### src/rtl/prod_accum_pkg.sv
// prod_accum_pkg: shared types and default sizes for the product accumulator.
//   state_t        FSM state encoding (S_IDLE, S_ACC, S_DONE)
//   DEF_N, DEF_M   default operand widths of the upstream multiplier
//   DEF_ACC_W      default accumulator width (product width plus 8 guard bits)
//   DEF_CNT_W      default width of the product-count field
package prod_accum_pkg;
   localparam int DEF_N = 4;
   localparam int DEF_M = 5;
   localparam int DEF_ACC_W = DEF_N + DEF_M + 8;
   localparam int DEF_CNT_W = 8;
   typedef enum logic [1:0] {S_IDLE, S_ACC, S_DONE} state_t;
endpackage

### src/rtl/rca_Nbit_co.sv
// rca_Nbit_co: W-bit ripple-carry adder with carry out.
//   a, b   W-bit unsigned addends
//   cin    carry in
//   s      W-bit sum
//   co     carry out of bit W-1
module rca_Nbit_co #(
   parameter int W = 8
) (
   input  logic [W-1:0] a,
   input  logic [W-1:0] b,
   input  logic         cin,
   output logic [W-1:0] s,
   output logic         co
);
   logic [W:0] c;
   assign c[0] = cin;
   for (genvar i = 0; i < W; i++) begin : g_fa
      assign s[i]   = a[i] ^ b[i] ^ c[i];
      assign c[i+1] = (a[i] & b[i]) | (c[i] & (a[i] ^ b[i]));
   end
   assign co = c[W];
endmodule

### src/rtl/prod_accum.sv
// prod_accum: sums a programmed number of multiplier products into an accumulator.
//   clk, rst     rising-edge clock, synchronous active-high reset
//   start, len   begin a run of len products (honoured only when idle)
//   prod_valid, prod, prod_ready   product input handshake
//   acc_valid, acc_out, acc_ready  result output handshake
//   busy         high while accumulating or holding a result
//   ovf          sticky carry-out flag for the current run
// Build option: define PROD_ACCUM_SAT_EN to saturate on overflow instead of wrapping.
module prod_accum
   import prod_accum_pkg::*;
#(
   parameter int N     = DEF_N,
   parameter int M     = DEF_M,
   parameter int ACC_W = N + M + 8,
   parameter int CNT_W = DEF_CNT_W
) (
   input  logic             clk,
   input  logic             rst,
   input  logic             start,
   input  logic [CNT_W-1:0] len,
   input  logic             prod_valid,
   input  logic [N+M-1:0]   prod,
   output logic             prod_ready,
   output logic             acc_valid,
   output logic [ACC_W-1:0] acc_out,
   input  logic             acc_ready,
   output logic             busy,
   output logic             ovf
);
   state_t           state;
   logic [ACC_W-1:0] acc;
   logic [ACC_W-1:0] sum;
   logic [CNT_W-1:0] rem;
   logic             co;
   rca_Nbit_co #(.W(ACC_W)) u_add (
      .a   (acc),
      .b   (ACC_W'(prod)),
      .cin (1'b0),
      .s   (sum),
      .co  (co)
   );
   assign prod_ready = state == S_ACC;
   assign acc_valid  = state == S_DONE;
   assign busy       = state != S_IDLE;
   assign acc_out    = acc;
   always_ff @(posedge clk) begin
      if (rst) begin
         state <= S_IDLE;
         acc   <= '0;
         rem   <= '0;
         ovf   <= 1'b0;
      end else begin
         case (state)
            S_IDLE:
               if (start) begin
                  acc   <= '0;
                  ovf   <= 1'b0;
                  rem   <= len;
                  state <= len != '0 ? S_ACC : S_DONE;
               end
            S_ACC:
               if (prod_valid) begin
`ifdef PROD_ACCUM_SAT_EN
                  // once overflowed, the accumulator is pinned at all ones
                  acc <= (co | ovf) ? '1 : sum;
`else
                  acc <= sum;
`endif
                  ovf <= ovf | co;
                  rem <= rem - 1'b1;
                  if (rem == CNT_W'(1)) state <= S_DONE;
               end
            S_DONE:
               if (acc_ready) state <= S_IDLE;
            default: state <= S_IDLE;
         endcase
      end
   end
endmodule

### config.mk
export PLATFORM = sky130hd
export DESIGN_NAME = prod_accum
export DESIGN_NICKNAME = d
export VERILOG_FILES = /design/src/rtl/prod_accum_pkg.sv /design/src/rtl/rca_Nbit_co.sv /design/src/rtl/prod_accum.sv
export SDC_FILE = /design/constraint.sdc
export NUM_CORES = 1
export LEC_CHECK = 0
export ABC_AREA = 0
export CELL_PAD_IN_SITES_DETAIL_PLACEMENT = 1
export CELL_PAD_IN_SITES_GLOBAL_PLACEMENT = 1
export CORE_UTILIZATION = 49
export DETAILED_ROUTE_END_ITERATION = 10
export DONT_BUFFER_PORTS = 1
export PLACE_DENSITY_LB_ADDON = 0.3
export RECOVER_POWER = 50
export SYNTH_ARGS = -nofsm -noshare
export SYNTH_HDL_FRONTEND = slang
export SYNTH_SLANG_ARGS = --single-unit
### constraint.sdc
create_clock -name clk -period 12.4 [get_ports clk]
set_input_delay 3.1 -clock clk [delete_from_list [all_inputs] [get_ports clk]]
set_output_delay 3.1 -clock clk [all_outputs]
set_load 0.01 [all_outputs]
# After elaboration in Yosys (flattened, before gate mapping)

Cells that the tools add are included.
Widths: inputs -> output; s select.

Register bits after elaboration: 28
Latch bits: 0
Bits in writable memories: 0
ROM bits: 0
Input port bits: 22
Output and inout port bits: 21
Logic and storage cells: 92
Memories: 0

Add/subtract/negate cells: 1
Multipliers: 0
Div/mod/pow operators: 0
Magnitude comparators: 0
Equal/unequal tests: 7
Shift-type cells: 0
Muxes and demuxes: 15
Bitwise operators: 59
Reduce and logical (&&, ||, !) cells: 6

Operators by type and width:

| kind                | number |
|---|---|
| $mux 17             | 2 |
| $pmux 17 s2         | 1 |
| $and 1x1->1         | 25 |
| $xor 1x1->1         | 25 |
| $mux 8              | 2 |
| $pmux 8 s2          | 1 |
| $mux 2              | 5 |
| $or 1x1->1          | 9 |
| $eq 8x1->1 const B  | 1 |
| $reduce_bool 8->1   | 1 |
| $sub 8x1->8 const B | 1 |
| $pmux 2 s3          | 1 |
| $ne 2x1->1 const B  | 2 |
| $ne 2x2->1 const B  | 2 |
| $reduce_and 4->1    | 1 |
| $reduce_bool 2->1   | 2 |
| $reduce_and 3->1    | 1 |
| $eq 2x1->1 const B  | 1 |
| $eq 2x2->1 const B  | 1 |
| $logic_not 2->1     | 1 |
| $mux 1              | 2 |
| $pmux 1 s2          | 1 |

# Depth between registers and ports, before layout

Gate-level depths: netlist of the first run.

Word-level depth: 28
Gate-level depth with buffers: 21
Depth with buffers taken out: 21

# Modules after synthesis

A second synthesis of the first run with hierarchy kept.

Cell total of the unflattened synthesis: 177
Area, all modules: 1682.9 µm²

Modules (own cells, without submodules):

| module      | instances | cells each | area each (µm²) | seq. area each (µm²) |
|---|---|---|---|---|
| prod_accum  | 1         | 150        | 1305.0          | 560.5 |
| rca_Nbit_co | 1         | 27         | 377.9           | 0.0 |

# Worst setup path after synthesis of the first run

OpenSTA, ideal clock, no wires.

Path kind: input to register
Start point: input port prod[0]
End point: register acc[16], in the netlist acc_out[16]
Library setup time: 128 ps
Data arrival time: 7416 ps
Required time: 12272 ps
Setup slack: 4857 ps
Stages: 21
Path buffers: 0
Path through: ha_1 > inv_1 > fa_1 > fa_1 > fa_1 > fa_1 > fa_1 > fa_1 > fa_1 > inv_1 > fa_1 > ha_1 > ha_1 > ha_1 > ha_1 > ha_1 > ha_1 > ha_1 > ha_1 > a22oi_1 > nor2_1

Word-level cells in the longest chain between the ends: 27

Ends and longest elaborated chain:

| what                     | RTL line          | text |
|---|---|---|
| start, declared          | prod_accum.sv:22  | `input logic [N+M-1:0] prod,` |
| $and 1x1->1 (2 in a row) | rca_Nbit_co.sv:19 | `assign c[i+1] = (a[i] & b[i]) \| (c[i] & (a[i] ^ b[i]));` |
| $or 1x1->1               | rca_Nbit_co.sv:19 |  |
| $and 1x1->1              | rca_Nbit_co.sv:19 |  |
| $or 1x1->1               | rca_Nbit_co.sv:19 |  |
| $and 1x1->1              | rca_Nbit_co.sv:19 |  |
| $or 1x1->1               | rca_Nbit_co.sv:19 |  |
| $and 1x1->1              | rca_Nbit_co.sv:19 |  |
| $or 1x1->1               | rca_Nbit_co.sv:19 |  |
| [... 4 more ...]         | -                 |  |
| $and 1x1->1              | rca_Nbit_co.sv:19 |  |
| $or 1x1->1               | rca_Nbit_co.sv:19 |  |
| $and 1x1->1              | rca_Nbit_co.sv:19 |  |
| $or 1x1->1               | rca_Nbit_co.sv:19 |  |
| $and 1x1->1 (7 in a row) | rca_Nbit_co.sv:19 |  |
| $xor 1x1->1              | rca_Nbit_co.sv:18 | `assign s[i] = a[i] ^ b[i] ^ c[i];` |
| $mux 17                  | prod_accum.sv:62  | `if (prod_valid) begin` |
| $pmux 17 s2              | prod_accum.sv:53  | `case (state)` |
| end signal, assigned     | prod_accum.sv:67  | `acc <= sum;` |
| end, declared            | prod_accum.sv:31  | `logic [ACC_W-1:0] acc;` |

Every way passes these cells. The select of a mux whose other input is x is not followed.
A chain may end at the register's enable or synchronous reset.

# Final worst setup path of the first run

Ends and elaborated chain as after synthesis.

==> results of run 1 <==
## worst register-to-register path: stages (launching register included)
cell     delay, ps
dfxtp_1        440
ha_1           170
inv_1           60
fa_1           380
fa_1           400
fa_1           390
fa_1           390
fa_1           400
fa_1           390
fa_1           370
inv_1           70
fa_1           170
ha_1           140
ha_1           140
ha_1           140
ha_1           140
ha_1           140
ha_1           140
ha_1           140
ha_1           220
a22oi_1        180
nor2_1          70
## metrics by stage
stage / setup slack [ps] / util / std cells
after global routing: 4720 / 0.534 / 219
after global placement: 4690 / 0.522 / 215
after floorplan: 4860 / - / 181
after detailed placement: 4550 / 0.522 / 215
final: 4950 / 0.534 / 219
after CTS: 4930 / 0.534 / 219
## area by class of cell
type	count	area share
multi-input cells	122	0.555
well taps	44	0.0335
inverters	21	0.0480
clock buffers	4	0.0221
flip-flops and latches	28	0.341
## power groups by stage
| stage | Sequential [W] | Combinational [W] | Clock [W] |
|---|---|---|---|
| after floorplan | 0.000102 | 0.0000392 | 0 |
| after global placement | 0.000105 | 0.0000415 | 0 |
| after detailed placement | 0.000106 | 0.0000448 | 0 |
| after CTS | 0.000104 | 0.0000450 | 0.0000466 |
| after global routing | 0.000105 | 0.0000508 | 0.0000507 |
| final | 0.000104 | 0.0000447 | 0.0000455 |
## cells in the final DEF, fill, tap and decap left out, types with 2 or more instances in the layout
cell type and n:
nor4_1 4, nand2_1 5, nand2b_1 4, a21o_1 2
a21oi_1 9, a31oi_1 3, fa_1 8, inv_1 20
nand3_1 2, ha_1 11, dfxtp_1 28, o21ai_0 4
a211oi_1 7, nor2_1 30, clkbuf_4 3, a22oi_1 10
a2bb2oi_1 7, and3b_1 2, nor3_1 3
## worst min path at each step
stage / cells past startpoint / endpoint / slack [ps] / from
floorplan: 2 / rem[4] / 470 / rem[4]
global placement: 2 / rem[4] / 480 / rem[4]
detailed placement: 2 / rem[1] / 510 / rem[1]
CTS: 2 / rem[4] / 530 / rem[4]
global route: 2 / rem[4] / 550 / rem[4]
finish: 2 / rem[1] / 530 / rem[1]
## cell families (layout without fill, tap and decap cells)
logic type	Yosys count	after routing	share of synthesized area
AOI/OAI and AO/OA	46	46	0.204
adders and majority gates	19	19	0.187
buffers and inverters	31	25	0.0769
DFF	28	28	0.351
muxes	1	1	0.00706
and+or+nand+nor	56	56	0.174
## flip-flops by register name, summed over array words and instances (netlist names)
| signal | cells |
|---|---|
| ovf | 1 |
| state | 2 |
| acc_out | 17 |
| rem | 8 |
## per-layer routing
metal	up-vias	part of all wire
met3	7	0.044
met5	-	0
li1	613	-
met4	0	0.019
met2	35	0.49
met1	623	0.44
==> results summary, run 1 <==
The run finished with clean final reports. Among all cell types in the netlist, the one instantiated most often is nor2_1. The met2 track utilization from global routing came out at 0.420. During synthesis, Yosys emitted a total of 0 warnings. The placer's final routability congestion estimate came out at roughly 0.80. The number of failing setup endpoints in the final timing report came out at 0. The buffer depth of the longest clock path is 2. The met3 usage came out at 0.0437. VDD sags by at most 0.0511 mV. The wire-length estimate of the detail-placed layout is 2730 um. In this design, the stage delay of the slowest critical-path cell is 400 ps.

The post-detailed-route wirelength per cell is 16.9 um. The number of antenna repair diodes came out at 0. For the worst setup path, the data arrival time is 7690 ps. The port buffer count came out at 0.

The number of placed I/O pins is 43. The later pin in the worst-skew pair is clocked with a latency of 330 ps. The total area of sequential cells is about 560 sq um. The clock-pin slew on the worst setup and hold paths came out at around 150 ps. The TritonCTS clock tree is done. The remaining design rule violation count came out at 0.

Following the worst setup path forward leads to its endpoint at acc_out[16]. The number of antenna violations at the first check in global routing is 0. After synthesis, the cell types taking the most area are dfxtp_1 35%, fa_1 10%, ha_1 8.6%. Of the available clock period, the critical path in the final layout requires 0.601. The global routing stage identified its most utilized layer as met2.

The clock arrives with 2.32 ps of skew. The buffering stage count on the worst path with inverters included came out at 2. Of the synthesized area, sequential elements account for 0.351. In the synthesized netlist, the cells that appear most often are 30 x nor2_1, 28 x dfxtp_1, 20 x inv_1.

The floorplan step set the die height to 59.1 um. For the pin with the worst max-slew slack, the measured transition is 904 ps. The worst setup path is captured at a register. The max-capacitance violation count is 0.

Among the stages of the critical path, the cell type that occurs most often is ha_1. The top fanout value on the critical path is 1. The kind of cell with the highest combined delay on the critical path is adder cells.

The multi-input combinational cells in the finished layout cover a total of 912 sq um. The leakage power is 0.677 nW. The proportion of total power due to net switching came out at 0.317. The total power is 0.000194 W. The maximum number of pins on one net before global-route repair is 30. Based on the critical path, the design can be clocked at up to 134 MHz. The area fraction of the dominant cell type after synthesis is 0.351. The worst flop-to-flop path endpoint is acc_out[16].

Power spread over the standard cell area amounts to ~120 mW/mm^2. The number of pins with negative max-slew slack in the final report came to 0. The number of flops mapped to enable cells by yosys is 0.

After synthesis, the share of flip-flops with an asynchronous set or reset is 0. The placed instances occupy a cell area of ~0.0016 sq mm. The relative contribution of the clock network to total power is 0.234. The share of total power dissipated in combinational logic is 0.230. The worst pin sits at a relative slew slack of 0.397. STA classifies the critical path startpoint as an input pin. The floorplan step set the die width to 59.1 um. The number of nets in the final layout came out at ~220. The worst hold margin is 528 ps.

The overall fraction of global-route tracks in use is 0.242. After detailed routing, the number of vias per cell comes to 5.84. The total wirelength of the detailed-routed design is 3700 um. The number of logic stages on the critical path including buffering is 21. The total nets after synthesis came out at 222. Counting I/O delays and the setup requirement, the final critical path takes approximately 7400 ps. The worst setup path is of the in2reg kind. Setup repair after global routing left no endpoint under its margin. Once detail routing completed, the nets flagged for antenna violations numbered 0. For met1 alone, demand over resource in global routing was 0.297.

Summed over all instances, the cell type with the most area after synthesis is dfxtp_1. In this run the standard cell core region covers 0.00308 sq mm. The most used flip-flop cell after synthesis is dfxtp_1. The hold buffer count at CTS came out at 0. The signal on the critical path passes through ha_1, inv_1, fa_1, fa_1, fa_1, fa_1, fa_1, fa_1, fa_1, inv_1, fa_1, ha_1, ha_1, ha_1, ha_1, ha_1, ha_1, ha_1, ha_1, a22oi_1, nor2_1.

The via count of the routed design came out at 1278. After synthesis the netlist holds a flip-flop and latch count of 28. Dividing the synthesized area by the synthesized cell count gives around 8.8 sq um. The path class of the tightest hold or removal check is reg2reg. The count of mapped cells out of synthesis is 181. The cell area that synthesis handed to floorplanning was about 0.0016 sq mm.

The total global routing overflow came out at 0. The area of the die is 0.00349 sq mm. The CTS sink count came out at 28.

The internal reg-to-reg setup slack is 7230 ps. Data on the critical path is required at its endpoint by around 13000 ps. For the worst flop-to-flop path, the logic depth is 21. Buffers inserted during clock tree synthesis total 3. The sequential fraction of design power came out at 0.535. The DRC violation total after the first TritonRoute iteration is 76.

Summed over all nets, the switching power comes to a little over 0.00006 W. The layout overhead on the synthesized area is 2.98%. The finished layout cell area came out at 0.00164 sq mm. The hold violation count in the final report is 0. The post-CTS setup-driven buffer insertion count came out at 0. Post-CTS repair changed the size of 0 cells. Tracing the worst setup path back leads to its startpoint at prod[0]. The initial core utilization came out at 0.518. The number of levels in the clock H-tree is 1. The cell type of the slowest stage on the worst timing path is fa_1.

After synthesis, the netlist uses 32 different library cells. Of the cells placed in the final design, the portion with a size suffix greater than 1 is 0.0514. The clock root buffer is clkbuf_4.

The number of global-route vias before repair was 1421. The number of iterations in the first detailed-routing pass came out at 4. The launch instance of the worst register-to-register path is acc_out[0]. The number of rows created at floorplan came out at 20. The summed negative setup slack over all endpoints is 0 ps. The internal power component came out at 0.000133 W. The number of fill cells in the layout came out at 374.

The first-pass GRT wire length is about 6400 um.
(Power assumes the default switching activity.)
==> run 2: changes to the inputs <==
--- a/config.mk
+++ b/config.mk
@@ -8,7 +8,7 @@
 export ABC_AREA = 0
 export CELL_PAD_IN_SITES_DETAIL_PLACEMENT = 1
 export CELL_PAD_IN_SITES_GLOBAL_PLACEMENT = 1
-export CORE_UTILIZATION = 49
+export CORE_UTILIZATION = 46
 export DETAILED_ROUTE_END_ITERATION = 10
 export DONT_BUFFER_PORTS = 1
 export PLACE_DENSITY_LB_ADDON = 0.3
==> constraint.sdc (replaced) <==
create_clock -name clk -period 7.3 [get_ports clk]
set_input_delay 1.825 -clock clk [delete_from_list [all_inputs] [get_ports clk]]
set_output_delay 1.825 -clock clk [all_outputs]
set_load 0.01 [all_outputs]
==> results summary, run 2 (same netlist as run 1, synthesis figures left out) <==
The flow ran to the end, and the final reports show no timing, DRC or antenna violations. The total power came out at 0.000314 W (+62%). The worst setup path is captured at a register. The leakage power is 0.670 nW (-1.1%). The worst register-to-register path ends at acc_out[16]. The number of antenna violations at the first check in global routing was 0 (unchanged). The pin slew with the least headroom to its limit is 843 ps (-61.4 ps). The worst hold path begins at rem[1]. The clock skew came out at 2.34 ps (+0.0222 ps). The top fanout value on the critical path came out at 1 (unchanged). The die boundary height is 60.9 um (+3.1%). The number of pins with negative max-slew slack in the final report was 0 (unchanged).

The critical path arrival is 6360 ps (-1330 ps). The launch instance of the worst register-to-register path is acc_out[0]. The number of failing setup endpoints in the final timing report came out at 0 (unchanged). The number of cells traversed by the worst register-to-register path is 21 (unchanged).

Counting I/O delays and the setup requirement, the final critical path takes just over 6000 ps. The number of buffers created by CTS was 3 (unchanged). The buffer depth of the longest clock path came out at 2 (unchanged). The number of cells on the worst hold path was 2 (unchanged). The summed negative setup slack over all endpoints came to 0 ps (unchanged).

The required arrival time at the worst endpoint came to 7540 ps (-5100 ps). The internal reg-to-reg setup slack came out at 2180 ps (-5050 ps). The number of antenna repair diodes is 0 (unchanged). The hold buffer count at CTS is 0 (unchanged). The critical path in this run is classified as in2reg. The via count of the routed design is 1272 (-0.47%). Setup repair after global routing left no endpoint under its margin. The number of levels in the clock H-tree is 1 (unchanged). The total global routing overflow came to 0 (unchanged). The clock latency reported for the late side of the worst-skew pair is 320 ps (about the same). The critical path startpoint is prod[0]. The path class of the tightest hold or removal check is reg2reg. The share of layout cells above drive strength 1 came out at 0.0460 (-0.00545). The number of placed I/O pins came out at 43 (unchanged).

The max-capacitance violation count came out at 0 (unchanged). The utilization after layout is 0.489 (-0.0448). The number of flip-flops in the largest register came out at 17 (unchanged). The CTS sink count is 28 (unchanged). The clock root buffer is clkbuf_4. The via count normalized by instance count came out at 5.78 (-0.92%).

The tightest slew margin relative to the limit is 0.438 (+0.0409). The number of cells in the finished layout apart from fillers was 220 (+0.46%). The maximum number of pins on one net before global-route repair came out at 30 (unchanged). The worst IR drop on VDD was 0.0757 mV (+48%). The number of iterations in the first detailed-routing pass is 4 (unchanged). The port buffer count came out at 0 (unchanged). The number of rows created at floorplan was 21 (+5.0%). The initial core utilization is 0.478 (-0.0402).

The number of instances in the placed design came out at 217 (+0.93%). The remaining design rule violation count is 0 (unchanged). TritonCTS built the clock tree.

The sink of the worst hold path is rem[1]. The number of nets in the final layout was 217 (unchanged). The post-CTS setup-driven buffer insertion count is 0 (unchanged). The post-detailed-route wirelength per cell came out at 16.6 um (-1.5%). The antenna violation net count after detailed routing came to 0 (unchanged).

The library cell used most frequently in the layout, excluding fill and tap cells, is nor2_1. Leaving out fill and tap cells, the most frequent cells in the layout are 30 x nor2_1, 28 x dfxtp_1, 20 x inv_1. The number of global-route vias before repair is 1300 (-8.5%).

The cell area power density is 193 mW/mm^2 (+63%). The total wirelength of the detailed-routed design came to 3660 um (-1.0%). The first-pass GRT wire length came to 5870 um (-8.0%). The area of the die came out at 0.00371 sq mm (+6.3%). The final critical-path share of the clock period came out at 0.838.

The placer's final routability congestion estimate came out at 0.818 (+2.5%). The hold violation count in the final report is 0 (unchanged). The detailed placement HPWL is 2800 um (+2.2%). The core area came out at 0.00334 sq mm (+8.4%). The timing-limited maximum frequency is approximately 160 MHz. The overall fraction of global-route tracks in use was 0.218 (-0.0239). The count of instances resized after the clock tree is built is 0 (unchanged). The width of the chip came out at 60.9 um (+3.1%). The worst setup path is launched from an input pin. The clock-pin slew on the worst setup and hold paths is 140 ps (about the same).

The DRC violation total after the first TritonRoute iteration is 84 (+11%). The layout overhead on the synthesized area is 2.27%.
==> run 2: worst max path at each step <==
stage,endpoint,slack [ps]
final,acc_out[16],1180
after global placement,acc_out[16],870
after detailed placement,acc_out[16],760
after CTS,acc_out[16],1140
after global routing,acc_out[16],880
after floorplan,acc_out[16],1030
==> run 2: cell type report <==
type	instances	area, sq um
sequential	28	561
multi-input combinational	122	912
clock buffer	3	22.5
fill	420	1710
tap	46	57.6
inverter	21	78.8
==> run 2: power by group <==
part	internal [W]	total [W]	switching [W]
registers	0.000163	0.000176	0.0000135
logic	0.0000322	0.0000748	0.0000426
clock network	0.0000194	0.0000635	0.0000442
==> run 2: critical path, stage by stage <==
cell	delay (ps)
ha_1	120
inv_1	50
fa_1	380
fa_1	390
fa_1	390
fa_1	390
fa_1	390
fa_1	380
fa_1	370
inv_1	80
fa_1	170
ha_1	140
ha_1	150
ha_1	140
ha_1	130
ha_1	140
ha_1	150
ha_1	150
ha_1	220
a22oi_1	150
nor2_1	50
==> run 2: layer usage <==
layer,vias up,part of all wire,global-route usage
li1,613,-,-
met1,625,0.40,0.246
met2,28,0.52,0.386
met3,6,0.066,0.0661
met4,0,0.014,0.0844
met5,-,0,0
==> run 2: per-stage QoR <==
stage	cell area [sq um]	hold WS (ps)	setup slack [ps]
2_1_floorplan	1600	467	1030
3_3_place_gp	1610	491	873
3_5_place_dp	1610	502	765
4_1_cts	1630	524	1140
5_1_grt	1630	564	882
6_report	1630	523	1180
